### src/rtl/hazard_tnew_tracker.sv
// hazard_tnew_tracker: tracks in-flight destination registers and Tnew, raises D-stage stalls
module hazard_tnew_tracker #(
    parameter int MUL_CYCLES = 5,
    parameter int DIV_CYCLES = 10
) (
    input  logic       clk,
    input  logic       reset,
    input  logic [4:0] D_RSA,
    input  logic [4:0] D_RTA,
    input  logic [1:0] D_Tuse_rs,
    input  logic [1:0] D_Tuse_rt,
    input  logic [4:0] D_WA,
    input  logic [1:0] D_Tnew,
    input  logic       D_md_use,
    input  logic       D_md_start,
    input  logic       D_md_sel,
    output logic       stall,
    output logic [4:0] E_WA,
    output logic [4:0] M_WA,
    output logic [4:0] W_WA,
    output logic       E_ready,
    output logic       M_ready,
    output logic       md_busy
);
    localparam int MD_MAX = (MUL_CYCLES > DIV_CYCLES) ? MUL_CYCLES : DIV_CYCLES;
    localparam int CW = $clog2(MD_MAX + 1);

    logic [4:0]    e_wa_q, e_wa_d, m_wa_q, m_wa_d, w_wa_q, w_wa_d;
    logic [1:0]    e_tnew_q, e_tnew_d, m_tnew_q, m_tnew_d;
    logic          e_md_start_q, e_md_start_d, e_md_sel_q, e_md_sel_d;
    logic [CW-1:0] md_cnt_q, md_cnt_d;
    logic          rs_hazard, rt_hazard, md_hazard;

    // Register $0 is never a hazard; a Tuse of 3 can never be below a 2-bit Tnew
    assign rs_hazard = (D_RSA != 5'd0) &&
                       ((D_RSA == e_wa_q && D_Tuse_rs < e_tnew_q) ||
                        (D_RSA == m_wa_q && D_Tuse_rs < m_tnew_q));
    assign rt_hazard = (D_RTA != 5'd0) &&
                       ((D_RTA == e_wa_q && D_Tuse_rt < e_tnew_q) ||
                        (D_RTA == m_wa_q && D_Tuse_rt < m_tnew_q));
    assign md_busy   = (md_cnt_q != '0);
    assign md_hazard = D_md_use && (md_busy || e_md_start_q);
    assign stall     = rs_hazard | rt_hazard | md_hazard;

    assign E_WA    = e_wa_q;
    assign M_WA    = m_wa_q;
    assign W_WA    = w_wa_q;
    assign E_ready = (e_tnew_q == 2'd0);
    assign M_ready = (m_tnew_q == 2'd0);

    // Next state: advance pipeline, bubble E on stall, run the mult/div countdown
    always_comb begin
        w_wa_d       = m_wa_q;
        m_wa_d       = e_wa_q;
        m_tnew_d     = (e_tnew_q == 2'd0) ? 2'd0 : e_tnew_q - 2'd1;
        e_wa_d       = stall ? 5'd0 : D_WA;
        e_tnew_d     = stall ? 2'd0 : D_Tnew;
        e_md_start_d = stall ? 1'b0 : D_md_start;
        e_md_sel_d   = stall ? 1'b0 : D_md_sel;
        md_cnt_d     = e_md_start_q ? (e_md_sel_q ? CW'(DIV_CYCLES) : CW'(MUL_CYCLES))
                     : md_busy      ? md_cnt_q - CW'(1)
                     :                md_cnt_q;
    end

    // State registers with synchronous reset discarding all in-flight work
    always_ff @(posedge clk) begin
        if (reset) begin
            e_wa_q       <= '0;
            m_wa_q       <= '0;
            w_wa_q       <= '0;
            e_tnew_q     <= '0;
            m_tnew_q     <= '0;
            e_md_start_q <= 1'b0;
            e_md_sel_q   <= 1'b0;
            md_cnt_q     <= '0;
        end else begin
            e_wa_q       <= e_wa_d;
            m_wa_q       <= m_wa_d;
            w_wa_q       <= w_wa_d;
            e_tnew_q     <= e_tnew_d;
            m_tnew_q     <= m_tnew_d;
            e_md_start_q <= e_md_start_d;
            e_md_sel_q   <= e_md_sel_d;
            md_cnt_q     <= md_cnt_d;
        end
    end
endmodule

### config.mk
export PLATFORM = sky130hd
export DESIGN_NAME = hazard_tnew_tracker
export DESIGN_NICKNAME = d
export VERILOG_FILES = /design/src/rtl/hazard_tnew_tracker.sv
export SDC_FILE = /design/constraint.sdc
export NUM_CORES = 1
export LEC_CHECK = 0
export ABC_AREA = 1
export BUFFER_PORTS_ARGS = -buffer_cell sky130_fd_sc_hd__buf_2
export CORE_MARGIN = 3
export CORE_UTILIZATION = 53
export CTS_CLUSTER_SIZE = 10
export DETAILED_ROUTE_END_ITERATION = 10
export GPL_TIMING_DRIVEN = 0
export PLACE_DENSITY = 0.83
export SYNTH_ARGS = -nofsm -noshare
export SYNTH_HDL_FRONTEND = slang
export SYNTH_SLANG_ARGS = --single-unit
### constraint.sdc
create_clock -name clk -period 3.75 [get_ports clk]
set_input_delay 0.75 -clock clk [delete_from_list [all_inputs] [get_ports clk]]
set_output_delay 0.75 -clock clk [all_outputs]
set_load 0.005 [all_outputs]
==> metrics.txt <==
# TYPE chip_impl_metric gauge
chip_impl_info{name="status",value="completed"} 1
chip_impl_metric{name="synth-seq-area-share",unit=""} 0.386
chip_impl_metric{name="combPwrFrac",unit=""} 0.387
chip_impl_metric{name="drt_first_iter_violations",unit=""} 33
chip_impl_metric{name="die-height",unit="microns"} 55.4
chip_impl_metric{name="final_net_count",unit=""} 275
chip_impl_metric{name="worstHoldPathCells",unit=""} 1
chip_impl_metric{name="groute.usage.overall",unit=""} 0.178
chip_impl_info{name="r2r-start",value="m_tnew_q[1]"} 1
chip_impl_metric{name="drc",unit=""} 0
chip_impl_metric{name="die_area",unit="sq um"} 3070
chip_impl_metric{name="timing_max_transition_violations_final",unit=""} 0
chip_impl_metric{name="area_share_of_the_leading_cell_type_in_the_synthesized_netlist",unit=""} 0.386
chip_impl_metric{name="reg2reg_depth",unit=""} 10
chip_impl_metric{name="synth.yosys.warnings",unit=""} 0
chip_impl_metric{name="synth_cell_types",unit=""} 18
chip_impl_metric{name="pwr-share-seq",unit=""} 0.451
chip_impl_metric{name="max_ir_drop_vdd",unit="uV"} 427
chip_impl_info{name="startpoint_type",value="input port"} 1
chip_impl_info{name="rsz0062_at_grt",value="false"} 1
chip_impl_metric{name="clock_sinks",unit=""} 25
chip_impl_metric{name="floorplan.rows",unit=""} 17
chip_impl_metric{name="layout-drive-gt1-share",unit=""} 0.212
chip_impl_info{name="synth_common_cells",value="sky130_fd_sc_hd__nand2_1, sky130_fd_sc_hd__inv_1, sky130_fd_sc_hd__nor2_1"} 1
chip_impl_metric{name="worst-endpoint-required",unit="ns"} 3.00
chip_impl_metric{name="ys_async_sr_fraction",unit=""} 0
chip_impl_info{name="synth_top_cell_by_area",value="sky130_fd_sc_hd__dfxtp_1"} 1
chip_impl_metric{name="totalWireLength",unit="microns"} 2680
chip_impl_metric{name="syn-num-nets",unit=""} 226
chip_impl_metric{name="tightestPinTransition",unit="ns"} 0.467
chip_impl_metric{name="worst_setup_hold_path_clk_slew",unit="ns"} 0.13
chip_impl_metric{name="p_leak",unit="nW"} 0.890
chip_impl_metric{name="buffers_from_clock_root_to_sink_at_most",unit=""} 2
chip_impl_metric{name="maximum_clock_skew_at_final_layout",unit="ns"} 0.00122
chip_impl_info{name="top_layer_used",value="met4"} 1
chip_impl_metric{name="power_density",unit="nW/um^2"} 471
chip_impl_metric{name="coreArea",unit="sq um"} 2250
chip_impl_metric{name="route.met2.wl",unit="microns"} 1170
chip_impl_info{name="endpoint_class_of_the_critical_path",value="primary output"} 1
chip_impl_metric{name="post-cts-setup-buffers",unit=""} 0
chip_impl_metric{name="syn_inst",unit=""} 193
chip_impl_metric{name="synth_enable_flop_cells",unit=""} 0
chip_impl_info{name="cts_tree",value="built"} 1
chip_impl_info{name="critical_path.reg2reg.endpoint",value="e_tnew_q[1]"} 1
chip_impl_metric{name="dr_total_vias",unit=""} 1242
chip_impl_metric{name="synth.avg_cell_area",unit="sq um"} 6.71
chip_impl_metric{name="antenna_found_initial",unit=""} 0
chip_impl_metric{name="grt_first_pass_wirelength",unit="microns"} 4550
chip_impl_metric{name="clock_power_share",unit=""} 0.161
chip_impl_metric{name="post_cts_resize_count",unit=""} 0
chip_impl_metric{name="first_global_vias",unit=""} 1069
chip_impl_metric{name="wire_per_inst",unit="microns"} 9.97
chip_impl_info{name="hold_start",value="e_tnew_q[0]"} 1
chip_impl_info{name="post-synth-top-count-cell",value="sky130_fd_sc_hd__nand2_1"} 1
chip_impl_metric{name="dp_hpwl",unit="microns"} 2170
chip_impl_metric{name="dpl-instance-area",unit="sq um"} 1550
chip_impl_metric{name="cell_internal_pwr",unit="mW"} 0.473
chip_impl_metric{name="final_core_util",unit=""} 0.700
chip_impl_metric{name="cts.htree.levels",unit=""} 1
chip_impl_metric{name="grt.overflow.total",unit=""} 0
chip_impl_metric{name="met3WireLength",unit="microns"} 169
chip_impl_metric{name="drt-vias-per-instance",unit=""} 4.62
chip_impl_info{name="crit_type",value="in2out"} 1
chip_impl_metric{name="netSwitchingPower",unit="mW"} 0.269
chip_impl_metric{name="detailedRoute.firstPassIterationCount",unit=""} 4
chip_impl_metric{name="cts_hold_buf",unit=""} 0
chip_impl_metric{name="crit_path_max_fanout",unit=""} 2
chip_impl_metric{name="finalSetupTns",unit="ns"} 0
chip_impl_metric{name="yosys_register_bits",unit=""} 25
chip_impl_metric{name="port_buffer_count",unit=""} 44
chip_impl_info{name="timing.hold.worst.class",value="reg2reg"} 1
chip_impl_info{name="synthFlopType",value="sky130_fd_sc_hd__dfxtp_1"} 1
chip_impl_metric{name="gp_routability_congestion",unit=""} 0.857
chip_impl_metric{name="cts_buffers",unit=""} 3
chip_impl_metric{name="boundaryPins",unit=""} 45
chip_impl_metric{name="share_of_the_clock_period_used_by_the_worst_path",unit=""} 0.693
chip_impl_metric{name="syn_to_final_growth",unit="%"} 21.8
chip_impl_metric{name="final_count_of_negative_setup_slack_endpoints",unit=""} 0
chip_impl_metric{name="clock_latency_of_the_later_clocked_register_in_the_worst_skew_pair",unit="ns"} 0.32
chip_impl_metric{name="timing.reg2reg.setup_slack",unit="ns"} 2.29
chip_impl_metric{name="met1_length",unit="microns"} 1310
chip_impl_metric{name="arrival",unit="ns"} 1.85
chip_impl_metric{name="slew-limit-headroom",unit=""} 0.689
chip_impl_metric{name="final_design_area_no_fill",unit="sq um"} 1580
chip_impl_metric{name="layout_min_cycle_time",unit="ns"} 2.60
chip_impl_info{name="hold_end",value="m_tnew_q[0]"} 1
chip_impl_metric{name="pin_count_of_the_biggest_net_entering_global_routing",unit=""} 15
chip_impl_metric{name="cap_violations",unit=""} 0
chip_impl_metric{name="drtAntennaViolNets",unit=""} 0
chip_impl_metric{name="timing.final.hold_violations",unit=""} 0
chip_impl_info{name="cell_at_the_root_of_the_clock_tree",value="sky130_fd_sc_hd__clkbuf_4"} 1
chip_impl_metric{name="initial_utilization",unit=""} 0.574
chip_impl_metric{name="achievable_freq",unit="GHz"} 0.385
chip_impl_info{name="netlist_top_cells_area",value="sky130_fd_sc_hd__dfxtp_1, sky130_fd_sc_hd__nand2_1, sky130_fd_sc_hd__inv_1"} 1
chip_impl_metric{name="synth_area",unit="sq um"} 1290
chip_impl_metric{name="power.switching_fraction",unit=""} 0.363
chip_impl_metric{name="diodes",unit=""} 0
chip_impl_metric{name="die_width",unit="microns"} 55.4
==> cell families after synthesis <==
kind of cell | Yosys count | share of synthesized area
flip-flops | 25 | 0.386
AND/OR/NAND/NOR | 97 | 0.317
AO/OA/AOI/OAI | 15 | 0.0638
XOR/XNOR | 6 | 0.0406
adder cells (fa/ha/maj) | 7 | 0.0676
buffers and inverters | 43 | 0.125
==> power by group through the flow <==
| stage | combinational [mW] | clock [mW] | sequential, mW |
|---|---|---|---|
| after floorplan | 0.199 | 0 | 0.338 |
| after global placement | 0.284 | 0 | 0.340 |
| after detailed placement | 0.288 | 0 | 0.341 |
| after CTS | 0.291 | 0.121 | 0.336 |
| after global routing | 0.337 | 0.130 | 0.343 |
| final | 0.288 | 0.120 | 0.335 |
==> cells in the final DEF (no fill, tap or decap), drive strengths merged <==
master  instances
nand2          51
buf            44
inv            42
nor2           30
dfxtp          25
nand3           9
ha              7
o21ai           6
a21oi           6
nor3            5
xor2            5
clkbuf          4
o211ai          2
nand3b          1
nand4           1
xnor2           1
a211oi          1
clkinv          1
==> registers in the layout, indices dropped and copies added, names as in the netlist <==
name          cells
W_WA              5
e_md_start_q      1
e_tnew_q          2
m_tnew_q          2
M_WA              5
md_cnt_q          4
e_md_sel_q        1
E_WA              5
==> critical path, cell delays in order <==
cell and delay (ns):
sky130_fd_sc_hd__buf_2 0.11, sky130_fd_sc_hd__ha_1 0.27, sky130_fd_sc_hd__o21ai_0 0.09, sky130_fd_sc_hd__nand2_1 0.09, sky130_fd_sc_hd__nor2_1 0.10, sky130_fd_sc_hd__nand2_1 0.06, sky130_fd_sc_hd__nand2_1 0.06, sky130_fd_sc_hd__nand2_1 0.10
sky130_fd_sc_hd__nand3_1 0.10, sky130_fd_sc_hd__buf_2 0.11
==> stage by stage <==
| stage | hold WS, ns | total power [mW] | setup WS, ns | cells |
|---|---|---|---|---|
| final | 0.460 | 0.743 | 1.15 | 269 |
| after global routing | 0.507 | 0.810 | 1.03 | 269 |
| after CTS | 0.460 | 0.747 | 1.15 | 269 |
| after detailed placement | 0.442 | 0.629 | 1.15 | 265 |
| after global placement | 0.443 | 0.624 | 1.17 | 265 |
| after floorplan | 0.421 | 0.538 | 1.50 | 193 |
==> how the worst max path moves through the flow <==
stage,cells after the start,slack [ns],endpoint,startpoint
6_report,10,1.15,stall,D_Tuse_rt[1]
5_1_grt,10,1.03,stall,D_Tuse_rt[1]
4_1_cts,10,1.15,stall,D_Tuse_rt[1]
3_5_place_dp,10,1.15,stall,D_Tuse_rt[1]
3_3_place_gp,9,1.17,stall,D_Tuse_rt[1]
2_1_floorplan,7,1.50,stall,D_Tuse_rt[1]
==> layer usage <==
| metal | vias up | track usage |
|---|---|---|
| met4 | 0 | 0.0521 |
| met5 | - | 0 |
| li1 | 677 | - |
| met2 | 34 | 0.284 |
| met3 | 4 | 0.0257 |
| met1 | 527 | 0.247 |
==> area by class of cell <==
type,instances,area (sq um)
Buffer,1,3.75
Clock buffer,3,22.5
Clock inverter,1,5.00
Fill cell,225,677
Inverter,42,158
Multi-Input combinational cell,125,633
Sequential cell,25,500
Tap cell,28,35.0
Timing Repair Buffer,44,220
Note: power is estimated with default switching activity, not from simulation.
